==> config.mk <==
export PLATFORM = sky130hd
export DESIGN_NAME = config_byte_transmitter
export DESIGN_NICKNAME = d
export VERILOG_FILES = /design/src/rtl/config_byte_transmitter.sv
export SDC_FILE = /design/constraint.sdc
export NUM_CORES = 1
export LEC_CHECK = 0
export ABC_AREA = 1
export ABC_CLOCK_PERIOD_IN_PS = 5800
export CORE_MARGIN = 5
export CORE_UTILIZATION = 68
export DETAILED_ROUTE_END_ITERATION = 16
export DONT_BUFFER_PORTS = 1
export PLACE_DENSITY_LB_ADDON = 0.1
export SYNTH_ARGS = -nofsm -noshare
export SYNTH_HDL_FRONTEND = slang
export SYNTH_SLANG_ARGS = --single-unit
==> constraint.sdc <==
create_clock -name clk -period 5.8 [get_ports clk]
set_input_delay 0.58 -clock clk [delete_from_list [all_inputs] [get_ports clk]]
set_output_delay 0.58 -clock clk [all_outputs]
set_load 0.1 [all_outputs]
==> src/rtl/config_byte_transmitter.sv <==
// config_byte_transmitter
//   Queues host configuration bytes and broadcasts them to trace units.
//   Tracing is dropped, held quiet for QUIESCE_CYCLES, then the queued bytes
//   are streamed out. Each change of target ID is separated by one idle-ID
//   cycle so receivers restart their byte counters. Tracing is restored after
//   one final idle-ID cycle.
//
//   Optional feature: define CFG_TX_BYTE_COUNT_EN to add the bytes_sent
//   counter output.
//
// Ports
//   clk          sole clock, rising edge
//   reset        asynchronous active-high reset
//   cfg_valid    host byte valid
//   cfg_ready    FIFO can accept a byte (FIFO not full)
//   cfg_id       target unit config ID
//   cfg_data     configuration byte
//   cfg_last     final byte of the reconfiguration session
//   tracing      1 = normal tracing, 0 = reconfiguration
//   configId     broadcast target ID (IDLE_ID when nothing is addressed)
//   configData   broadcast byte
//   busy         high in every state except IDLE
//   underrun     sticky: FIFO ran dry mid-session; cleared only by reset
//   bytes_sent   (CFG_TX_BYTE_COUNT_EN only) bytes emitted this session
//
// FSM states
//   state    | meaning
//   IDLE     | tracing on, waiting for a queued byte
//   QUIESCE  | tracing off, idle ID held; last cycle pops the first byte
//   SEND     | showing a byte (or idle ID on underrun); pops same-ID bytes
//   GAP      | idle ID between two target IDs; pops the next unit's byte
//   RESUME   | idle ID one more cycle after the last byte, then tracing on

module config_byte_transmitter #(
   parameter int         FIFO_DEPTH     = 8,
   parameter logic [7:0] IDLE_ID        = 8'hFF,
   parameter int         QUIESCE_CYCLES = 4
) (
   input  logic       clk,
   input  logic       reset,
   input  logic       cfg_valid,
   output logic       cfg_ready,
   input  logic [7:0] cfg_id,
   input  logic [7:0] cfg_data,
   input  logic       cfg_last,
   output logic       tracing,
   output logic [7:0] configId,
   output logic [7:0] configData,
   output logic       busy,
   output logic       underrun
`ifdef CFG_TX_BYTE_COUNT_EN
   ,
   output logic [15:0] bytes_sent
`endif
);

   localparam int AW = $clog2(FIFO_DEPTH);
   localparam int QW = (QUIESCE_CYCLES > 1) ? $clog2(QUIESCE_CYCLES) : 1;

   typedef enum logic [2:0] {
      S_IDLE,
      S_QUIESCE,
      S_SEND,
      S_GAP,
      S_RESUME
   } state_t;

   // ---------------------------------------------------------------- FIFO
   logic [7:0] mem_id   [FIFO_DEPTH];
   logic [7:0] mem_data [FIFO_DEPTH];
   logic       mem_last [FIFO_DEPTH];

   // Pointers carry one extra wrap bit to tell full from empty.
   logic [AW:0] wr_ptr;
   logic [AW:0] rd_ptr;
   logic        empty;
   logic        full;
   logic        push;
   logic        pop;
   logic [7:0]  head_id;
   logic [7:0]  head_data;
   logic        head_last;

   assign empty     = (wr_ptr == rd_ptr);
   assign full      = (wr_ptr[AW] != rd_ptr[AW]) &&
                      (wr_ptr[AW-1:0] == rd_ptr[AW-1:0]);
   assign cfg_ready = ~full;
   assign push      = cfg_valid & cfg_ready;
   assign head_id   = mem_id[rd_ptr[AW-1:0]];
   assign head_data = mem_data[rd_ptr[AW-1:0]];
   assign head_last = mem_last[rd_ptr[AW-1:0]];

   always_ff @(posedge clk) begin
      if (push) begin
         mem_id[wr_ptr[AW-1:0]]   <= cfg_id;
         mem_data[wr_ptr[AW-1:0]] <= cfg_data;
         mem_last[wr_ptr[AW-1:0]] <= cfg_last;
      end
   end

   always_ff @(posedge clk or posedge reset) begin
      if (reset) begin
         wr_ptr <= '0;
         rd_ptr <= '0;
      end else begin
         if (push) wr_ptr <= wr_ptr + (AW+1)'(1);
         if (pop)  rd_ptr <= rd_ptr + (AW+1)'(1);
      end
   end

   // ---------------------------------------------------------------- FSM
   state_t      state, state_nxt;
   logic [QW-1:0] q_cnt, q_cnt_nxt;
   logic [7:0]  last_id, last_id_nxt;
   logic        done, done_nxt;           // last=1 byte already popped
   logic        tracing_nxt;
   logic [7:0]  config_id_nxt;
   logic [7:0]  config_data_nxt;
   logic        underrun_nxt;

   always_comb begin
      state_nxt       = state;
      q_cnt_nxt       = q_cnt;
      last_id_nxt     = last_id;
      done_nxt        = done;
      underrun_nxt    = underrun;
      tracing_nxt     = 1'b0;
      config_id_nxt   = IDLE_ID;
      config_data_nxt = 8'h00;
      pop             = 1'b0;

      case (state)
         S_IDLE: begin
            tracing_nxt = 1'b1;
            if (!empty) begin
               state_nxt   = S_QUIESCE;
               tracing_nxt = 1'b0;
               q_cnt_nxt   = QW'(QUIESCE_CYCLES - 1);
               done_nxt    = 1'b0;
            end
         end
         S_QUIESCE: begin
            // FIFO cannot be empty here; the first byte needs no gap.
            if (q_cnt != '0) begin
               q_cnt_nxt = q_cnt - QW'(1);
            end else begin
               pop       = 1'b1;
               state_nxt = S_SEND;
            end
         end
         S_SEND: begin
            if (done) begin
               state_nxt = S_RESUME;
            end else if (empty) begin
               underrun_nxt = 1'b1;
            end else if (head_id == last_id) begin
               pop = 1'b1;
            end else begin
               state_nxt = S_GAP;
            end
         end
         S_GAP: begin
            pop       = 1'b1;
            state_nxt = S_SEND;
         end
         S_RESUME: begin
            state_nxt   = S_IDLE;
            tracing_nxt = 1'b1;
         end
         default: begin
            state_nxt   = S_IDLE;
            tracing_nxt = 1'b1;
         end
      endcase

      if (pop) begin
         config_id_nxt   = head_id;
         config_data_nxt = head_data;
         last_id_nxt     = head_id;
         done_nxt        = head_last;
      end
   end

   always_ff @(posedge clk or posedge reset) begin
      if (reset) begin
         state      <= S_IDLE;
         q_cnt      <= '0;
         last_id    <= IDLE_ID;
         done       <= 1'b0;
         tracing    <= 1'b1;
         configId   <= IDLE_ID;
         configData <= 8'h00;
         busy       <= 1'b0;
         underrun   <= 1'b0;
      end else begin
         state      <= state_nxt;
         q_cnt      <= q_cnt_nxt;
         last_id    <= last_id_nxt;
         done       <= done_nxt;
         tracing    <= tracing_nxt;
         configId   <= config_id_nxt;
         configData <= config_data_nxt;
         busy       <= (state_nxt != S_IDLE);
         underrun   <= underrun_nxt;
      end
   end

`ifdef CFG_TX_BYTE_COUNT_EN
   always_ff @(posedge clk or posedge reset) begin
      if (reset) begin
         bytes_sent <= 16'h0000;
      end else if (state == S_IDLE && state_nxt == S_QUIESCE) begin
         bytes_sent <= 16'h0000;
      end else if (pop && bytes_sent != 16'hFFFF) begin
         bytes_sent <= bytes_sent + 16'h0001;
      end
   end
`endif

endmodule

## Word-level counts from Yosys, hierarchy flattened

Memories as Yosys holds them, arrays and structs flattened.
Cells that the tools add are included.

- Bits in registers: 41
- Bits in latches: 0
- Memory bits (writable): 136
- Memory bits (read-only): 0
- Input bits: 20
- Logic and storage cells: 63
- Memories: 3

Memories:

| name | depth | bits a word | rd ports | clocked after memory_dff | write ports | line | source |
|---|---|---|---|---|---|---|---|
| mem_data | 8 | 8 | 1 | 0 | 1 | 70 | `logic [7:0] mem_data [FIFO_DEPTH];` |
| mem_id | 8 | 8 | 1 | 0 | 1 | 69 | `logic [7:0] mem_id [FIFO_DEPTH];` |
| mem_last | 8 | 1 | 1 | 0 | 1 | 71 | `logic mem_last [FIFO_DEPTH];` |

- Add/subtract/negate cells: 3
- Multipliers: 0
- Div/mod/pow operators: 0
- Order comparisons: 0
- Eq/ne operators: 10
- Shift operators: 0
- Muxes and demuxes: 23
- Bitwise logic cells: 3
- Reduce and logical (&&, ||, !) cells: 10

Operators by type and width:

| operator | count |
|---|---|
| $mux 8 | 2 |
| $mux 3 | 5 |
| $pmux 3 s4 | 1 |
| $mux 1 | 10 |
| $add 4x1->4 const B | 2 |
| $eq 8x8->1 | 1 |
| $eq 3x2->1 const B | 2 |
| $reduce_and 3->1 | 2 |
| $reduce_bool 2->1 | 3 |
| $eq 4x4->1 | 1 |
| $mux 2 | 2 |
| $ne 2x2->1 const B | 2 |
| $pmux 2 s2 | 1 |
| $eq 3x1->1 const B | 1 |
| $eq 3x3->1 | 1 |
| $logic_not 3->1 | 1 |
| $pmux 1 s3 | 1 |
| $reduce_bool 3->1 | 1 |
| $reduce_or 3->1 | 1 |
| $ne 2x1->1 const B | 1 |
| $not 1->1 | 2 |
| $pmux 1 s2 | 1 |
| $reduce_and 2->1 | 1 |
| $sub 2x1->2 const B | 1 |
| 3 further kinds | 3 |

## Longest topological paths before layout

Gate-level depths: netlist (run 1).
An unclocked memory read counts as a cell.

- Depth in word-level cells: 8
- Mapped depth: 18
- Depth with buffers taken out: 15

## Worst setup path after synthesis (run 1)

OpenSTA, ideal clock, no wires.

- Kind: register -> register
- Start: register rd_ptr[0]
- End: memory mem_data[0][0], enable pin
- Library setup time: 0.390 ns
- Data arrival time: 2.870 ns
- Path slack: 2.540 ns
- Stages on the path, launching flop included: 9
- Buffers on the path: 2
- Period minus slack after synthesis: 3.260 ns
- Path through: dfrtp_1 -> buf_6 -> buf_4 -> xor2_1 -> a21oi_1 -> nand3_1 -> nand2_1 -> or2_2 -> nor2_1

- Longest elaborated chain between the ends: 6

RTL lines:

| what | line | source |
|---|---|---|
| start: declaration | 75 | `logic [AW:0] rd_ptr;` |
| start signal: assignment | 107 | `if (pop) rd_ptr <= rd_ptr + (AW+1)'(1);` |
| $eq 3x3->1 | 86 | `(wr_ptr[AW-1:0] == rd_ptr[AW-1:0]);` |
| $logic_and 1x1->1 | 85 | `assign full = (wr_ptr[AW] != rd_ptr[AW]) &&` |
| $not 1->1 | 87 | `assign cfg_ready = ~full;` |
| via cfg_ready | 42 | `output logic cfg_ready,` |
| $and 1x1->1 | 88 | `assign push = cfg_valid & cfg_ready;` |
| $mux 1 | 94 | `if (push) begin` |
| $mux 1 (not written as such) | 96 | `mem_data[wr_ptr[AW-1:0]] <= cfg_data;` |
| end: declaration | 70 |  |

The timed path passes the listed nets, and every way through them passes these cells.

## Worst setup path in the final report (run 1)

- Start: register rd_ptr[0]
- End: register configData[4]

- Longest elaborated chain between the ends: 7
- Elaborated cells on any way between the ends: 9
- Those cells by class: 2 x eq/ne; 5 x mux; 2 x memory

RTL lines:

| what | line | source |
|---|---|---|
| $mem_v2 8x8 | - |  |
| $eq 8x8->1 | 156 | `end else if (head_id == last_id) begin` |
| $mux 1 | 156 |  |
| $mux 1 | 154 | `end else if (empty) begin` |
| $mux 1 | 152 | `if (done) begin` |
| $pmux 1 s3 | 132 | `case (state)` |
| $mux 8 * | 176 | `if (pop) begin` |
| via config_data_nxt[4] | 118 | `logic [7:0] config_data_nxt;` |
| end signal: assignment | 202 | `configData <= config_data_nxt;` |
| end: declaration | 48 | `output logic [7:0] configData,` |

Mark *: on every way through the listed nets, which the timed path passes. The rest lies on a longest branch.
A chain may end at the register's enable or synchronous reset.

==> metrics.cfg, run 1 <==
[status]
status=finished clean

[routing]
drc=0
viasPerCell=5.83
num_vias=4813
1st_iter_drt_viols=442
totalWireLength_um=15400
routed_wire_length_per_instance_um=18.7
detailedRoute.firstPassIterationCount=5
antenna_left=0

[logic_synthesis]
post_synth_instance_area_um2=7380
synthesis.area_per_instance_um2=11.0
ys_seq_area_share_pct=69.6
ys_warn_count=0
ys.flop_type=sky130_fd_sc_hd__edfxtp_1
synthesis.nets=692
synth-edff-count=136
synth_cell_type_count=33
syn_inst_count=669
synth_seq_cells=177
synth.largest_area_cell=sky130_fd_sc_hd__edfxtp_1
ys_top_cells_by_area=sky130_fd_sc_hd__edfxtp_1 55%, sky130_fd_sc_hd__nand2_1 8.5%, sky130_fd_sc_hd__dfrtp_1 8.1%
ys_async_sr_fraction_pct=23.2
synth_top_cell_area_share_pct=55.4

[clocking]
cts.sink_count=177
clockRootBuffer=sky130_fd_sc_hd__clkbuf_8
clk_transition_reported_paths_ns=0.07
cts_setup_buffers=0
total_cts_buffers=17
tritoncts=yes
clkLatencyLatePin_ns=0.55
cts_buffer_depth=2
clock_tree.htree_level_count=4

[setup_path]
critical_path_buffer_and_inverter_count=2
worst_ep_required_time_ns=6.27
worstSetupPathType=flop to flop
slowest_delay_ns=0.58
path_common_cell=sky130_fd_sc_hd__nand2_1
crit_arrival_ns=3.52
wp_depth=15
worstRegToRegCells=15
crit_path_cell_trace=buf_4 > nand2_1 > nand2_1 > nand2_1 > nand3_1 > nand2_1 > nand2_1 > nand2_1 > nor2_1 > nand2_1 > nor2_1 > nand3_2 > nand2_4 > inv_2 > nor2_1
crit_family=simple AND/OR/NAND/NOR gates
timing.critical_path.to_type=flop
start_kind=flop
worst-path-max-fanout=73
crit_slowest_cell=sky130_fd_sc_hd__buf_4

[timing]
period_share_pct=52.6
max_clock_freq_mhz=328
hold_viol=0
period_minus_slack_ns=3.05
worst-slew-pin-transition_ns=0.913
finalWorstSetupSlack_ns=2.75
clock_skew_ns=0.00778
slew_violations=0
fin_tns_setup_ns=0
grt_setup_unrepaired=no
relSlewSlack_pct=39.2
setup_violations=0

[layout]
insertedDiodeCount=0
top_library_cells_by_usage_in_the_layout_fill_and_taps_aside=168 x sky130_fd_sc_hd__nand2_1, 136 x sky130_fd_sc_hd__edfxtp_1, 72 x sky130_fd_sc_hd__inv_1, 64 x sky130_fd_sc_hd__nor2_1, 58 x sky130_fd_sc_hd__nand3_1
fillers=696
final_common_cell=sky130_fd_sc_hd__nand2_1
drive_above_1_share_pct=9.20
synthToLayoutAreaGrowth_pct=9.18
final_net_count=697

[die]
fp.dieArea_um2=13000
rows=38
floorplan.die.width_um=114
die_y_um=114
design.core.area_um2=10700
initial_core_util_pct=68.7
number_of_ports_placed_on_the_die_boundary=40

[job]
max_cap_viol_count=0

[global_route]
grt_pass1_vias=4723
gr_usage_total_pct=25.4
grt_max_degree=74
overflow_left_after_global_routing=0
antenna_violations_before_repair=0
first_pass_grt_wire_length_um=24200

[place]
placement.io_buffers=0
final_weighted_congestion_in_routability_driven_placement=0.877
hpwlAfterDp_um=8890
dp_slack_ns=2.82

[pwr]
power_density_nw_per_um2=590
max-vdd-ir-drop_v=0.000337
p_leak_uw=0.00329

[min_path]
hold_path_class=input port to flop
min_delay_path_depth=0

==> Yosys cell counts, types with 2 or more instances <==
master,count
sky130_fd_sc_hd__nand2_1,168
sky130_fd_sc_hd__buf_2,5
sky130_fd_sc_hd__nor2_1,65
sky130_fd_sc_hd__a21oi_1,5
sky130_fd_sc_hd__o221ai_1,8
sky130_fd_sc_hd__o22ai_1,9
sky130_fd_sc_hd__nand3b_1,7
sky130_fd_sc_hd__nor3_1,2
sky130_fd_sc_hd__nand3_1,58
sky130_fd_sc_hd__clkbuf_1,12
sky130_fd_sc_hd__ha_1,3
sky130_fd_sc_hd__buf_6,6
sky130_fd_sc_hd__buf_4,5
sky130_fd_sc_hd__inv_1,73
sky130_fd_sc_hd__xnor2_1,2
sky130_fd_sc_hd__dfstp_2,17
sky130_fd_sc_hd__o21ai_1,4
sky130_fd_sc_hd__dfrtp_1,24
sky130_fd_sc_hd__edfxtp_1,136
sky130_fd_sc_hd__xor2_1,5
sky130_fd_sc_hd__o21ai_0,43
==> layout make-up <==
| type | instances | area (µm²) | area share, % |
|---|---|---|---|
| clock inverter | 11 | 140 | 1.74 |
| timing repair buffer | 15 | 115 | 1.43 |
| tap | 140 | 175 | 2.17 |
| clock buffer | 19 | 422 | 5.24 |
| inverter | 76 | 288 | 3.57 |
| sequential | 177 | 5130 | 63.7 |
| multi-input combinational | 387 | 1780 | 22.1 |
==> stage by stage <==
stage	cell area (µm²)	cells	hold WS (ns)	util, %	power, µW
2_1_floorplan	7380	669	0.458	-	3320
5_1_grt	8050	825	0.0880	75.0	5010
6_report	8050	825	0.124	75.0	4750
4_1_cts	8050	825	0.110	75.0	4740
3_3_place_gp	7480	794	0.402	69.6	3600
3_5_place_dp	7480	794	0.405	69.6	3650
==> final timing paths <==
path	slack (ns)	start	endpoint
setup / recovery	2.75	rd_ptr[0]$_DFFE_PP0P_	configData[4]$_DFF_PP0_
hold / removal	0.12	cfg_id[5]	mem_id[6][5]$_DFFE_PP_
setup reg to reg	2.75	rd_ptr[0]$_DFFE_PP0P_	configData[4]$_DFF_PP0_
hold reg to reg	0.49	last_id[5]$_DFFE_PP1P_	last_id[5]$_DFFE_PP1P_
max in group asynchronous	4.65	reset	configId[1]$_DFF_PP1_
min in group asynchronous	0.40	reset	configData[0]$_DFF_PP0_
==> timing repair <==
action | in CTS | in global routing
endpoints found under the hold margin | 7 | 0
resized for setup | 0 | 0
setup endpoints to repair | 0 | 0
hold buffers | 1 | 0
==> power breakdown <==
| group | internal (µW) | switching [µW] | leakage (µW) |
|---|---|---|---|
| registers | 1700 | 550 | 0.00171 |
| clock network | 648 | 447 | 0.000271 |
| logic | 405 | 1000 | 0.00130 |
| total | 2750 | 2000 | 0.00329 |
==> layer usage <==
layer | vias up | track usage [%] | share of wire, %
li1 | 2246 | - | -
met1 | 2329 | 33.6 | 41
met2 | 202 | 39.0 | 47
met3 | 36 | 8.56 | 8.9
met4 | 0 | 10.4 | 2.5
met5 | - | 0 | 0
==> cell families (layout without fill, tap and decap cells) <==
family,Yosys count,in the layout,synth area share [%]
buf+inv,105,121,6.33
fa+ha+maj,3,3,0.509
simple gates,304,304,17.1
xor+xnor,7,7,0.831
flops,177,177,69.6
compound gates,73,73,5.68
==> sequential cells by signal, summed over array words and instances (netlist names) <==
register    cells
configId        8
busy            1
mem_id         64
done            1
wr_ptr          4
rd_ptr          4
q_cnt           2
state           3
configData      8
tracing         1
mem_data       64
mem_last        8
last_id         8
underrun        1
No activity file was read; power rests on OpenSTA's default activity.
==> inputs of run 2 (changes only) <==
--- a/config.mk
+++ b/config.mk
@@ -6,9 +6,9 @@
 export NUM_CORES = 1
 export LEC_CHECK = 0
 export ABC_AREA = 1
-export ABC_CLOCK_PERIOD_IN_PS = 5800
+export ABC_CLOCK_PERIOD_IN_PS = 2600
 export CORE_MARGIN = 5
-export CORE_UTILIZATION = 68
+export CORE_UTILIZATION = 57
 export DETAILED_ROUTE_END_ITERATION = 16
 export DONT_BUFFER_PORTS = 1
 export PLACE_DENSITY_LB_ADDON = 0.1
==> constraint.sdc (replaced) <==
create_clock -name clk -period 2.6 [get_ports clk]
set_input_delay 0.26 -clock clk [delete_from_list [all_inputs] [get_ports clk]]
set_output_delay 0.26 -clock clk [all_outputs]
set_load 0.1 [all_outputs]
==> run 2 against run 1 <==
Compared with the run above: sequential share of layout area down 2.5 points; via count down 2.2%; count of clock-buffer cells in the layout is the same; clock skew grew 0.00066 ns; highest routed layer unchanged; critical path type unchanged; largest cell class unchanged; worst setup slack worse by 2.5 ns; hold slack got worse by 0.073 ns; fmax increased by 31%.
==> metrics.cfg, run 2 (same netlist as run 1, synthesis figures left out) <==
[place]
placed_cell_area_um2=7600  ; +1.6%
placement.io_buffers=0  ; unchanged
hpwlAfterDp_um=9050  ; +1.9%
final_weighted_congestion_in_routability_driven_placement=0.882  ; +0.65%

[die]
number_of_ports_placed_on_the_die_boundary=40  ; unchanged
design.core.area_um2=12700  ; +18%
initial_core_util_pct=58.2  ; -10 points
fp.dieArea_um2=15300  ; +18%
rows=41  ; +7.9%
floorplan.die.width_um=124  ; +8.4%
die_y_um=124  ; +8.4%

[min_path]
hold_start=cfg_valid
min_delay_path_depth=3  ; +3
hold_path_class=input port to flop
hold-path-endpoint=wr_ptr[0]$_DFFE_PP0P_

[pwr]
max-vdd-ir-drop_v=0.000674  ; +100%
power_density_nw_per_um2=1280  ; +120%
p_total_uw=10700  ; +130%
p_leak_uw=0.00341  ; +3.8%

[layout]
fillers=956  ; +37%
insertedDiodeCount=0  ; unchanged
top_library_cells_by_usage_in_the_layout_fill_and_taps_aside=168 x sky130_fd_sc_hd__nand2_1, 136 x sky130_fd_sc_hd__edfxtp_1, 72 x sky130_fd_sc_hd__inv_1, 57 x sky130_fd_sc_hd__nand3_1, 57 x sky130_fd_sc_hd__nor2_1
final_net_count=722  ; +3.6%
seq_area_um2=5130  ; unchanged
multi_input_area_um2=1800  ; +1.3%
drive_above_1_share_pct=11.9  ; +2.7 points
finalInstanceArea_um2=8380  ; +4.0%
final_common_cell=sky130_fd_sc_hd__nand2_1
utilization_pct=66.1  ; -8.8 points
synthToLayoutAreaGrowth_pct=13.6

[setup_path]
worst-path-max-fanout=34  ; -53%
worst_ep_required_time_ns=2.96  ; -3.31 ns
crit_arrival_ns=2.69  ; -0.83 ns
path_common_cell=sky130_fd_sc_hd__nand2_1
timing.critical_path.to_type=flop
crit_path_cell_trace=clkinv_1 > buf_6 > nand3_1 > nand3_1 > nand2_1 > nand2_1 > nand2_1 > nor2_1 > nand2_1 > nor2_1 > nand3_2 > nand2_4 > buf_4 > nand2_1 > nand2_1
crit_family=simple AND/OR/NAND/NOR gates
timing.reg2reg.setup_slack_ns=0.28  ; -2.47 ns
critical_path_buffer_and_inverter_count=3  ; +1
worstRegToRegCells=15  ; unchanged
crit_slowest_cell=sky130_fd_sc_hd__dfrtp_1
crit-reg2reg-capture=last_id[5]$_DFFE_PP1P_
worstSetupPathType=flop to flop
start_kind=flop
slowest_delay_ns=0.43  ; -0.15 ns
r2r_start=rd_ptr[1]$_DFFE_PP0P_

[timing]
grt_setup_unrepaired=no
period_share_pct=89.3  ; +37 points
clock_skew_ns=0.00844  ; +0.000657 ns
worst-slew-pin-transition_ns=1.05  ; +0.134 ns
slew_violations=0  ; unchanged
relSlewSlack_pct=30.2  ; -9.1 points
hold_viol=0  ; unchanged
max_clock_freq_mhz=431  ; +31%
period_minus_slack_ns=2.32  ; -0.728 ns
setup_violations=0  ; unchanged

[clocking]
clockRootBuffer=sky130_fd_sc_hd__clkbuf_16
cts.sink_count=177  ; unchanged
clk_transition_reported_paths_ns=0.06  ; about the same
tritoncts=yes
clock_tree.htree_level_count=4  ; unchanged
clkLatencyLatePin_ns=0.42  ; -0.13 ns
cts_buffer_depth=2  ; unchanged
total_cts_buffers=17  ; unchanged

[routing]
antenna_left=0  ; unchanged
num_vias=4706  ; -2.2%
drc=0  ; unchanged
routed_wire_length_per_instance_um=17.0  ; -8.7%
detailedRoute.firstPassIterationCount=5  ; unchanged
1st_iter_drt_viols=428  ; -3.2%
viasPerCell=5.32  ; -8.7%
totalWireLength_um=15100  ; -2.2%

[global_route]
grt_pass1_vias=4460  ; -5.6%
antenna_violations_before_repair=0  ; unchanged
overflow_left_after_global_routing=0  ; unchanged
first_pass_grt_wire_length_um=24200  ; -0.11%
gr_usage_total_pct=21.7  ; -3.7 points
grt_max_degree=48  ; -35%

[status]
status=finished clean

[job]
max_cap_viol_count=0  ; unchanged

[run 2: routing by layer]
layer | track usage [%] | wire length [µm] | share of wire [%] | vias to the layer above
met5 | 0 | 0 | 0 | -
met4 | 7.13 | 213 | 1.4 | 0
met3 | 5.95 | 1190 | 7.9 | 17
met2 | 32.7 | 7020 | 47 | 167
met1 | 30.9 | 6640 | 44 | 2223
li1 | - | - | - | 2299
[run 2: timing repair]
action,in CTS,in global routing
setup buffers,0,0
setup endpoints to repair,0,29
endpoints found under the hold margin,149,0
gates resized for setup,0,8
hold buffers,18,0
[run 2: how the worst max path moves through the flow]
stage,from,end,slack (ns),cells after the start
after CTS,rd_ptr[0]$_DFFE_PP0P_,last_id[5]$_DFFE_PP1P_,0.11,16
after global routing,rd_ptr[0]$_DFFE_PP0P_,last_id[5]$_DFFE_PP1P_,0.01,16
final,rd_ptr[1]$_DFFE_PP0P_,last_id[5]$_DFFE_PP1P_,0.28,15
after detailed placement,rd_ptr[0]$_DFFE_PP0P_,last_id[5]$_DFFE_PP1P_,0.14,16
after floorplan,rd_ptr[0]$_DFFE_PP0P_,mem_data[0][0]$_DFFE_PP_,-0.05,8
after global placement,rd_ptr[0]$_DFFE_PP0P_,last_id[6]$_DFFE_PP1P_,0.23,16
[run 2: power by group]
part / leakage [µW] / internal, µW / total, µW / switching, µW
clock: 0.000278 / 1360 / 2440 / 1070
sequential: 0.00171 / 3780 / 5020 / 1240
combinational: 0.00142 / 1020 / 3270 / 2250
[run 2: area by class of cell]
type,instances,share of cell area [%]
Clock buffer,19,5.29
Clock inverter,13,1.51
Inverter,76,3.49
Multi-Input combinational cell,387,21.5
Sequential cell,177,61.3
Tap cell,172,2.57
Timing Repair Buffer,40,4.36
[run 2: per-stage QoR]
stage                     std cells  TNS [ns]  setup WS (ns)  hold slack [ns]
after CTS                       884         0          0.113           0.0386
final                           884         0          0.278           0.0503
after detailed placement        834         0          0.143            0.161
after global routing            884         0         0.0106           0.0476
after global placement          834         0          0.228            0.149
after floorplan                 669     -3.13        -0.0460            0.359
[run 2: tightest hold or removal path, stage by stage]
cell                      delay [ns]
sky130_fd_sc_hd__nand2_1        0.07
sky130_fd_sc_hd__nand2_1        0.06
sky130_fd_sc_hd__nand2_1        0.05
